==> src/rtl/sys_proto_pkg.sv <==
// sys_proto_pkg: opcodes, framing bytes, FSM state types and argument-count helper for the MCU<->FPGA UART protocol
package sys_proto_pkg;
  localparam logic [2:0] OP_GET_CONF = 3'd1;
  localparam logic [2:0] OP_SET_CONF = 3'd2;
  localparam logic [2:0] OP_OVL_EN   = 3'd3;
  localparam logic [2:0] OP_MOVE     = 3'd4;
  localparam logic [2:0] OP_PRINT    = 3'd5;
  localparam logic [2:0] OP_SEL      = 3'd6;
  localparam logic [2:0] OP_LOAD     = 3'd7;
  localparam logic [7:0] JOY_START   = 8'h01;
  localparam logic [7:0] STR_TERM    = 8'h00;
  typedef enum logic [2:0] {TX_IDLE, TX_OPC, TX_ARGS, TX_STR, TX_DATA, TX_WAIT_CFG} tx_state_t;
  typedef enum logic [1:0] {R_IDLE, R_JOY, R_STR} rx_state_t;
  function automatic logic [2:0] arg_bytes(input logic [2:0] op);
    return op == OP_SET_CONF ? 3'd4 :
           op == OP_LOAD ? 3'd3 :
           op == OP_MOVE ? 3'd2 :
           (op == OP_OVL_EN || op == OP_SEL) ? 3'd1 : 3'd0;
  endfunction
endpackage

==> src/rtl/sys_host_rxparse.sv <==
// sys_host_rxparse: return-stream parser holding joypad registers and the config-string buffer
// Ports: rx_data/rx_valid byte strobe in; cfg_start arms a string capture, cfg_abort cancels it;
// joy1/joy2/joy_update joypad frame out; cfg_rd_addr/cfg_rd_data buffer read (1-cycle);
// cfg_len/cfg_done/cfg_pending string status.
module sys_host_rxparse import sys_proto_pkg::*; #(
  parameter int STR_MAX = 128,
  parameter int ADDR_W  = 7
) (
  input  logic              clk,
  input  logic              reset,
  input  logic [7:0]        rx_data,
  input  logic              rx_valid,
  input  logic              cfg_start,
  input  logic              cfg_abort,
  output logic              cfg_pending,
  output logic [15:0]       joy1,
  output logic [15:0]       joy2,
  output logic              joy_update,
  input  logic [ADDR_W-1:0] cfg_rd_addr,
  output logic [7:0]        cfg_rd_data,
  output logic [ADDR_W:0]   cfg_len,
  output logic              cfg_done
);
  logic [7:0] mem [STR_MAX];
  rx_state_t st;
  logic [1:0] idx;
  logic [23:0] jb;
  logic [ADDR_W:0] cnt;
  logic we;
  logic [ADDR_W-1:0] wa;
  // cnt's top bit set means the buffer is full; further bytes are dropped
  always_comb begin
    we = rx_valid && rx_data != STR_TERM &&
         ((st == R_IDLE && rx_data != JOY_START && cfg_pending) || (st == R_STR && !cnt[ADDR_W]));
    wa = st == R_STR ? cnt[ADDR_W-1:0] : '0;
  end
  always_ff @(posedge clk)
    if (we) mem[wa] <= rx_data;
  always_ff @(posedge clk)
    cfg_rd_data <= reset ? '0 : mem[cfg_rd_addr];
  always_ff @(posedge clk) begin
    if (reset) begin
      st <= R_IDLE;
      idx <= '0;
      jb <= '0;
      cnt <= '0;
      joy1 <= '0;
      joy2 <= '0;
      joy_update <= 1'b0;
      cfg_len <= '0;
      cfg_done <= 1'b0;
      cfg_pending <= 1'b0;
    end else begin
      joy_update <= 1'b0;
      cfg_done <= 1'b0;
      if (cfg_start) cfg_pending <= 1'b1;
      if (rx_valid) begin
        case (st)
          R_IDLE: begin
            if (rx_data == JOY_START) begin
              st <= R_JOY;
              idx <= '0;
            end else if (cfg_pending) begin
              // an immediate terminator is an empty string
              if (rx_data == STR_TERM) begin
                cfg_len <= '0;
                cfg_done <= 1'b1;
                cfg_pending <= 1'b0;
              end else begin
                st <= R_STR;
                cnt <= (ADDR_W+1)'(1);
              end
            end
          end
          R_JOY: begin
            // jb holds j1lo, j1hi, j2lo from oldest to newest
            jb <= {jb[15:0], rx_data};
            idx <= idx + 2'd1;
            if (idx == 2'd3) begin
              joy1 <= {jb[15:8], jb[23:16]};
              joy2 <= {rx_data, jb[7:0]};
              joy_update <= 1'b1;
              st <= R_IDLE;
            end
          end
          R_STR: begin
            if (rx_data == STR_TERM) begin
              cfg_len <= cnt;
              cfg_done <= 1'b1;
              cfg_pending <= 1'b0;
              st <= R_IDLE;
            end else if (!cnt[ADDR_W]) cnt <= cnt + 1'b1;
          end
          default: st <= R_IDLE;
        endcase
      end
      if (cfg_abort) begin
        cfg_pending <= 1'b0;
        if (st == R_STR) st <= R_IDLE;
      end
    end
  end
endmodule

==> src/rtl/sys_host.sv <==
// sys_host: initiator of the Tangcores MCU<->FPGA UART command protocol
// Ports: cmd_* command request in; data_* payload stream in (print/load); tx_* byte sink out;
// rx_* byte source in; joy1/joy2/joy_update, cfg_* parsed responses out; busy = ~cmd_ready.
// Optional SYS_HOST_TIMEOUT_EN: config response timeout with cfg_timeout pulse output.
module sys_host import sys_proto_pkg::*; #(
  parameter int STR_MAX        = 128,
  parameter int ADDR_W         = 7,
  parameter int TIMEOUT_CYCLES = 2_000_000
) (
  input  logic              clk,
  input  logic              reset,
  input  logic              cmd_valid,
  output logic              cmd_ready,
  input  logic [2:0]        cmd_op,
  input  logic [31:0]       cmd_arg,
  input  logic [23:0]       cmd_len,
  input  logic              data_valid,
  output logic              data_ready,
  input  logic [7:0]        data_byte,
  output logic [7:0]        tx_data,
  output logic              tx_valid,
  input  logic              tx_ready,
  input  logic [7:0]        rx_data,
  input  logic              rx_valid,
  output logic [15:0]       joy1,
  output logic [15:0]       joy2,
  output logic              joy_update,
  input  logic [ADDR_W-1:0] cfg_rd_addr,
  output logic [7:0]        cfg_rd_data,
  output logic [ADDR_W:0]   cfg_len,
  output logic              cfg_done,
  output logic              busy
`ifdef SYS_HOST_TIMEOUT_EN
  ,
  output logic              cfg_timeout
`endif
);
  tx_state_t st;
  logic [2:0] op, n;
  logic [31:0] arg, arg_sh;
  logic [23:0] cnt;
  logic first, slot, cfg_pending, cfg_start, cfg_abort;
  // cnt doubles as the length argument source and the payload down-counter
  always_comb begin
    slot = !tx_valid || tx_ready;
    cmd_ready = st == TX_IDLE && !cfg_pending;
    busy = !cmd_ready;
    data_ready = (st == TX_STR || st == TX_DATA) && slot;
    cfg_start = first && tx_valid && tx_ready && op == OP_GET_CONF;
    arg_sh = (op == OP_LOAD ? {8'h00, cnt} : arg) >> {n - 3'd1, 3'b000};
  end
`ifdef SYS_HOST_TIMEOUT_EN
  localparam int TW = $clog2(TIMEOUT_CYCLES + 1);
  logic [TW-1:0] tmo;
  logic tmo_hit;
  always_comb begin
    tmo_hit = st == TX_WAIT_CFG && !cfg_done && tmo == TW'(TIMEOUT_CYCLES - 1);
    cfg_abort = tmo_hit;
  end
  always_ff @(posedge clk) begin
    tmo <= (reset || st != TX_WAIT_CFG) ? '0 : tmo + 1'b1;
    cfg_timeout <= !reset && tmo_hit;
  end
`else
  always_comb cfg_abort = 1'b0;
`endif
  always_ff @(posedge clk) begin
    if (reset) begin
      st <= TX_IDLE;
      op <= '0;
      arg <= '0;
      cnt <= '0;
      n <= '0;
      first <= 1'b0;
      tx_valid <= 1'b0;
      tx_data <= '0;
    end else begin
      if (tx_ready) begin
        tx_valid <= 1'b0;
        first <= 1'b0;
      end
      case (st)
        TX_IDLE:
          if (cmd_valid && cmd_ready) begin
            op <= cmd_op;
            arg <= cmd_arg;
            cnt <= cmd_len;
            st <= cmd_op == 3'd0 ? TX_IDLE : TX_OPC;
          end
        TX_OPC:
          if (slot) begin
            tx_valid <= 1'b1;
            tx_data <= {5'd0, op};
            first <= 1'b1;
            n <= arg_bytes(op);
            st <= TX_ARGS;
          end
        TX_ARGS:
          if (n == 3'd0)
            st <= op == OP_PRINT ? TX_STR :
                  op == OP_LOAD ? (cnt == 24'd0 ? TX_IDLE : TX_DATA) :
                  op == OP_GET_CONF ? TX_WAIT_CFG : TX_IDLE;
          else if (slot) begin
            tx_valid <= 1'b1;
            tx_data <= arg_sh[7:0];
            n <= n - 3'd1;
          end
        TX_STR, TX_DATA:
          if (data_valid && data_ready) begin
            tx_valid <= 1'b1;
            tx_data <= data_byte;
            cnt <= cnt - 24'd1;
            if (st == TX_STR ? data_byte == STR_TERM : cnt == 24'd1) st <= TX_IDLE;
          end
        TX_WAIT_CFG:
          if (cfg_done || cfg_abort) st <= TX_IDLE;
        default: st <= TX_IDLE;
      endcase
    end
  end
  sys_host_rxparse #(.STR_MAX(STR_MAX), .ADDR_W(ADDR_W)) u_rx (
    .clk(clk),
    .reset(reset),
    .rx_data(rx_data),
    .rx_valid(rx_valid),
    .cfg_start(cfg_start),
    .cfg_abort(cfg_abort),
    .cfg_pending(cfg_pending),
    .joy1(joy1),
    .joy2(joy2),
    .joy_update(joy_update),
    .cfg_rd_addr(cfg_rd_addr),
    .cfg_rd_data(cfg_rd_data),
    .cfg_len(cfg_len),
    .cfg_done(cfg_done)
  );
endmodule
==> config.mk <==
export PLATFORM = sky130hd
export DESIGN_NAME = sys_host
export DESIGN_NICKNAME = d
export VERILOG_FILES = /design/src/rtl/sys_proto_pkg.sv /design/src/rtl/sys_host_rxparse.sv /design/src/rtl/sys_host.sv
export SDC_FILE = /design/constraint.sdc
export NUM_CORES = 1
export LEC_CHECK = 0
export ABC_AREA = 0
export BUFFER_PORTS_ARGS = -buffer_cell sky130_fd_sc_hd__buf_2
export CELL_PAD_IN_SITES_DETAIL_PLACEMENT = 1
export CELL_PAD_IN_SITES_GLOBAL_PLACEMENT = 1
export CORE_UTILIZATION = 47
export CTS_CLUSTER_SIZE = 28
export DETAILED_ROUTE_END_ITERATION = 10
export GPL_TIMING_DRIVEN = 0
export PLACE_DENSITY_LB_ADDON = 0.1
export SETUP_SLACK_MARGIN = 0.02
export SKIP_LAST_GASP = 1
export SLEW_MARGIN = 20
export SYNTH_ARGS = -nofsm -noshare
export SYNTH_HDL_FRONTEND = slang
export SYNTH_SLANG_ARGS = --single-unit
==> constraint.sdc <==
create_clock -name clk -period 4 [get_ports clk]
set_clock_uncertainty 0.15 [all_clocks]
set_input_delay 0.8 -clock clk [delete_from_list [all_inputs] [get_ports clk]]
set_output_delay 0.8 -clock clk [all_outputs]
set_load 0.01 [all_outputs]
======== Yosys cells after proc, flatten, opt, wreduce, memory -nomap -nowiden ========
Memory sizes are Yosys's and may differ from the RTL's. A register that Yosys moved wholly into a read port is not among the register bits.
Index checks and enable logic that the tools add are counted.
storage, ports and cells
  output and inout bits ................... 62
  register bits after elaboration ......... 154
  memories ................................ 1
  bits in writable memories ............... 1024
  bits of input ports ..................... 88
  word-level logic and storage cells ...... 183
memories
  name      depth  bits a word  rd ports  clocked after Yosys merged registers in  write ports  line                    text
  u_rx.mem  128    8            1         1                                        1            sys_host_rxparse.sv:24  logic [7:0] mem [STR_MAX];
cells by class
  add/sub/neg operators ................... 4
  eq/ne operators ......................... 37
  reduce and logical (&&, ||, !) cells .... 48
  bitwise operators ....................... 2
  shift operators ......................... 1
  mux-type cells .......................... 71
operators with widths
  operator                                                                 number
  8-bit 2-to-1 mux                                                         13
  24-bit 2-to-1 mux                                                        2
  24-bit case mux with 2 select lines                                      1
  3-bit 2-to-1 mux                                                         14
  32-bit 2-to-1 mux                                                        1
  8-bit case mux with 2 select lines                                       2
  32-bit by 6-bit >> shifter with 8-bit output                             1
  2-bit inequality test (second input constant)                            13
  24-bit by 1-bit equality test with 1-bit output (second input constant)  1
  24-bit logical NOT                                                       1
  8-bit case mux with 3 select lines                                       1
  24-bit by 1-bit subtractor with 24-bit output (second input constant)    1
  1-bit 2-to-1 mux                                                         21
  3-bit equality test (second input constant)                              6
  6-bit AND reduction                                                      3
  8-bit logical NOT                                                        2
  2-bit 2-to-1 mux                                                         8
  3-bit case mux with 5 select lines                                       1
  3-bit by 2-bit equality test with 1-bit output (second input constant)   4
  1-bit logical AND                                                        12
  5-bit AND reduction                                                      2
  3-bit logical NOT                                                        3
  3-bit AND reduction                                                      3
  8-bit by 1-bit adder with 8-bit output (second input constant)           1
  other kinds (28)                                                         46

======== Logic depth before layout (Yosys ltp) ========
  depth in word-level cells ............... 9
  gate-level depth with buffers ........... 10
  gate-level depth less buffers ........... 8

======== Cells and area by module ========
Synthesis repeated with hierarchy kept, for this count alone.
second synthesis, totals
  cells, all modules ...................... 2898
  area, all modules ....................... 47585.6 um2
by module, submodules not included
  module            cells an instance  area an instance (um2)  times used
  sys_host_rxparse  2307               43113.8                 1
  sys_host          591                4471.8                  1

======== Worst setup path after synthesis ========
OpenSTA, ideal clock, no wires.
  kind .................................... input -> register
  start ................................... input port rx_data[4]
  end ..................................... memory u_rx.mem[49][0], enable pin
  stages on the path ...................... 8
  slack ................................... 0.786 ns
  arrival ................................. 2.693 ns
  data required time ...................... 3.479 ns
  library setup time ...................... 0.371 ns
  path buffers ............................ 2
  cells stage by stage .................... or4_1 o311ai_2 nor3_1 nand2_1 or4b_1 clkbuf_1 buf_2 nor2_1
between the ends
  word-level cells in the longest chain between the ends .. 7
ends and longest elaborated chain
  what                                              line                    text
  start: declaration                                sys_host.sv:23          input logic [7:0] rx_data,
  8-bit by 1-bit inequality test with 1-bit output  sys_host_rxparse.sv:34  ((st == R_IDLE && rx_data != JOY_START && cfg_pending) || (st == R_STR && !cnt[ADDR_W]));
  1-bit logical AND (2 in series)                   sys_host_rxparse.sv:34
  1-bit logical OR                                  sys_host_rxparse.sv:34
  1-bit logical AND *                               sys_host_rxparse.sv:33  we = rx_valid && rx_data != STR_TERM &&
  1-bit 2-to-1 mux *                                sys_host_rxparse.sv:38  if (we) mem[wa] <= rx_data;
  1-bit 2-to-1 mux (not written as such) *          sys_host_rxparse.sv:38
  end: declaration                                  sys_host_rxparse.sv:24
Mark *: on every way between the ends. The rest lies on a longest branch, timed or not.

==> results_dict.tcl <==
set metrics [dict create \
    outcome "finished with violations" \
    violations_in_the_final_reports "setup timing" \
    tritoncts.num_buffers 130 \
    detail_route_antenna_nets 0 \
    antenna_violations_before_repair 7 \
    synth_top_area_frac 0.654 \
    floorplan.die.width_um 318 \
    firstDrtPassIters 5 \
    rsz0062_at_grt "yes" \
    placement_rows 115 \
    clock-sinks 1186 \
    fmax_ghz 0.249 \
    clkLatencyLatePin_ps 730 \
    post-route-period-util 1.00 \
    finalWorstPathRequiredPeriod_ps 4020 \
    dieHeight_um 318 \
    area.growth.synth_to_final_pct 15.1 \
    worst_vdd_ir_uv 391 \
    drt-vias-per-instance 6.34 \
    globalRouteOverflowTotal 0 \
    cpLargestDelayFamily "buffers and inverters" \
    syn-cell-area_um2 47000 \
    final_common_cell "edfxtp_1" \
    grtUsageTotal 0.310 \
    slowest_stage "buf_2" \
    timing.critical_path.to_type "register" \
    cts_max_path_buffers 3 \
    highest_net_fanout_along_the_worst_path 10 \
    synth_fp_nets 2992 \
    crit_required_ps 4410 \
    crit_path_buf_inv_count 3 \
    final_net_count 3285 \
    port_buffers 146 \
    synth.top_cells.by_area "edfxtp_1, mux4_2, dfxtp_1, mux2i_1, nand2_1" \
    worst-setup-path-type "input pin to register" \
    power_density_nw_per_um2 519 \
    place_worst_setup_slack_ps -1580 \
    min_path_type "input pin to register" \
    synthDominantAreaCellType "edfxtp_1" \
    tritoncts "yes" \
    final_layout_size_suffix_gt1_frac 0.223 \
    synth_enable_flop_cells 1024 \
    die_area_um2 101000 \
    worst_slack_ps -19.9 \
    worstPathCellList "buf_2 > buf_2 > buf_2 > mux4_2 > a22oi_1 > nand4_1 > nor3_1 > o211ai_1" \
    number_of_hold_buffers_added_after_cts 0 \
    critPathLaunchType "input pin" \
    gp_congestion 0.943 \
    detailedRoute.firstIterationViolations 3588 \
    cp.arrival_ps 4430 \
    async_reset_ff_frac 0 \
    effective_utilization_at_floorplan 0.477 \
    postLayoutCoreUtil 0.549 \
    wl_um 156000 \
    cts_max_level 4 \
    cts_root_buf "clkbuf_16" \
    wl_cell_um 34.2 \
    top_flip_flop_cell_by_instance_count_after_synthesis "edfxtp_1" \
    pin_count_of_the_biggest_net_entering_global_routing 100 \
    final_cell_mix "edfxtp_1, nand2_1, mux4_2, buf_2, nor2_1" \
    crit_top_cell "buf_2" \
    clk_transition_reported_paths_ps 60 \
    ys_seq_area_frac 0.723 \
    io-pin-count 150 \
    first_global_vias 29760 \
    synth.distinct_cells 62 \
    coreArea_um2 98700 \
    post_synth.cell_area_avg_um2 16.2 \
    netlist_instances 2897 \
    ys.warnings.count 0 \
    worst_pin_slew_ps 1250 \
    place_hpwl_um 107000 \
    route.detailed.drc 0 \
    timing.final.setup_violations 1 \
    detailroute.via_count 29024 \
    critical-path-max-stage-delay_ps 750 \
    timing_max_transition_violations_final 0 \
    final_hold_vios 0 \
    power.static_leakage_nw 17.5 \
    maxCapViolations 0 \
    holdWs_ps 162 \
    slew_headroom 0.164 \
    yosys_register_bits 1186 \
    wire_length_of_the_first_global_routing_pass_um 221000 \
]
[cell families after synthesis]
logic type | count (synthesis) | synth area share
buf+inv | 194 | 0.0167
fa+ha+maj | 7 | 0.00186
compound gates | 383 | 0.0520
flops | 1186 | 0.723
xor+xnor | 6 | 0.00112
simple gates | 780 | 0.0739
mux | 341 | 0.132
[through the flow]
step	setup TNS (ps)	cell area [µm²]	total power [mW]	std cells
2_1_floorplan	0	47000	15.5	2897
3_3_place_gp	-2291190	49400	16.7	4330
3_5_place_dp	-971330	49700	16.8	4340
4_1_cts	-12360	54000	28.2	4572
5_1_grt	-3430	54100	28.8	4574
6_report	-19.9	54100	28.1	4576
[worst min-delay path, cell delays in order]
cell and delay, ps:
buf_2 100, nand2_1 50, a21oi_1 50
[final timing paths]
path,slack [ps],cells past startpoint,to,start
worst max register to register,250,5,u_rx.mem[115][1],u_rx.st[1]
worst min register to register,300,2,u_rx.joy1[7],u_rx.joy1[7]
worst min-delay path,160,3,arg[19],cmd_arg[19]
worst max-delay path,-20,8,u_rx.cfg_rd_data[3],cfg_rd_addr[0]
[synth_stat cells (4+ instances only)]
cell type / number
xor2_1: 5
nor2_1: 242
o31ai_1: 4
nor4_1: 14
a32oi_1: 6
nand3_1: 97
nand3b_1: 5
nand2_1: 278
o21ai_0: 57
buf_1: 27
inv_1: 12
buf_4: 4
mux4_2: 222
nand4_1: 21
a22oi_1: 67
a211oi_1: 22
a2111oi_0: 4
nor2b_1: 23
nor3b_1: 7
and3_1: 22
nor3_1: 33
a31oi_1: 13
dfxtp_1: 162
a31o_2: 5
clkbuf_1: 117
a21oi_1: 140
ha_1: 7
nand2b_1: 11
mux2i_1: 112
o22ai_1: 11
buf_2: 33
a221oi_1: 16
mux2_2: 7
a22o_1: 10
edfxtp_1: 1024
and2_1: 10
[state kept, by name (all words and copies together) (netlist names)]
register / count
cnt: 24
arg: 32
u_rx.cfg_done: 1
u_rx.st: 2
u_rx.cfg_rd_data: 8
u_rx.cfg_len: 8
u_rx.joy1: 16
u_rx.mem: 1024
op: 3
tx_data: 8
n: 3
u_rx.idx: 2
first: 1
u_rx.jb: 24
u_rx.joy2: 16
u_rx.cfg_pending: 1
u_rx.cnt: 8
tx_valid: 1
st: 3
u_rx.joy_update: 1
[cell type report]
type,count,area (µm²)
Fill cell,9232,44600
Timing Repair Buffer,161,1100
Buffer,182,793
Tap cell,1287,1610
Multi-Input combinational cell,1517,12600
Sequential cell,1186,34000
Antenna cell,2,5.00
Inverter,12,45.0
Clock inverter,55,418
Clock buffer,174,3590
[power by group]
group / switching, mW / total (mW) / leakage, nW / internal, mW
Sequential: 0.229 / 13.8 / 10.5 / 13.6
Combinational: 1.87 / 2.75 / 5.01 / 0.889
Clock: 4.85 / 11.5 / 1.98 / 6.67
Total: 6.94 / 28.1 / 17.5 / 21.2
[repair_timing]
action,4_1_cts,5_1_grt
setup endpoints to repair,745,273
setup buffers,3,0
resized for setup,88,29
pin swaps,1,1
gates cloned,0,1
[metal layers]
metal / global-route usage / share of wire
met1: 0.431 / 0.41
met2: 0.481 / 0.46
met3: 0.0651 / 0.083
met4: 0.122 / 0.042
met5: 0 / 0.00012
No activity file was read; power rests on OpenSTA's default activity.
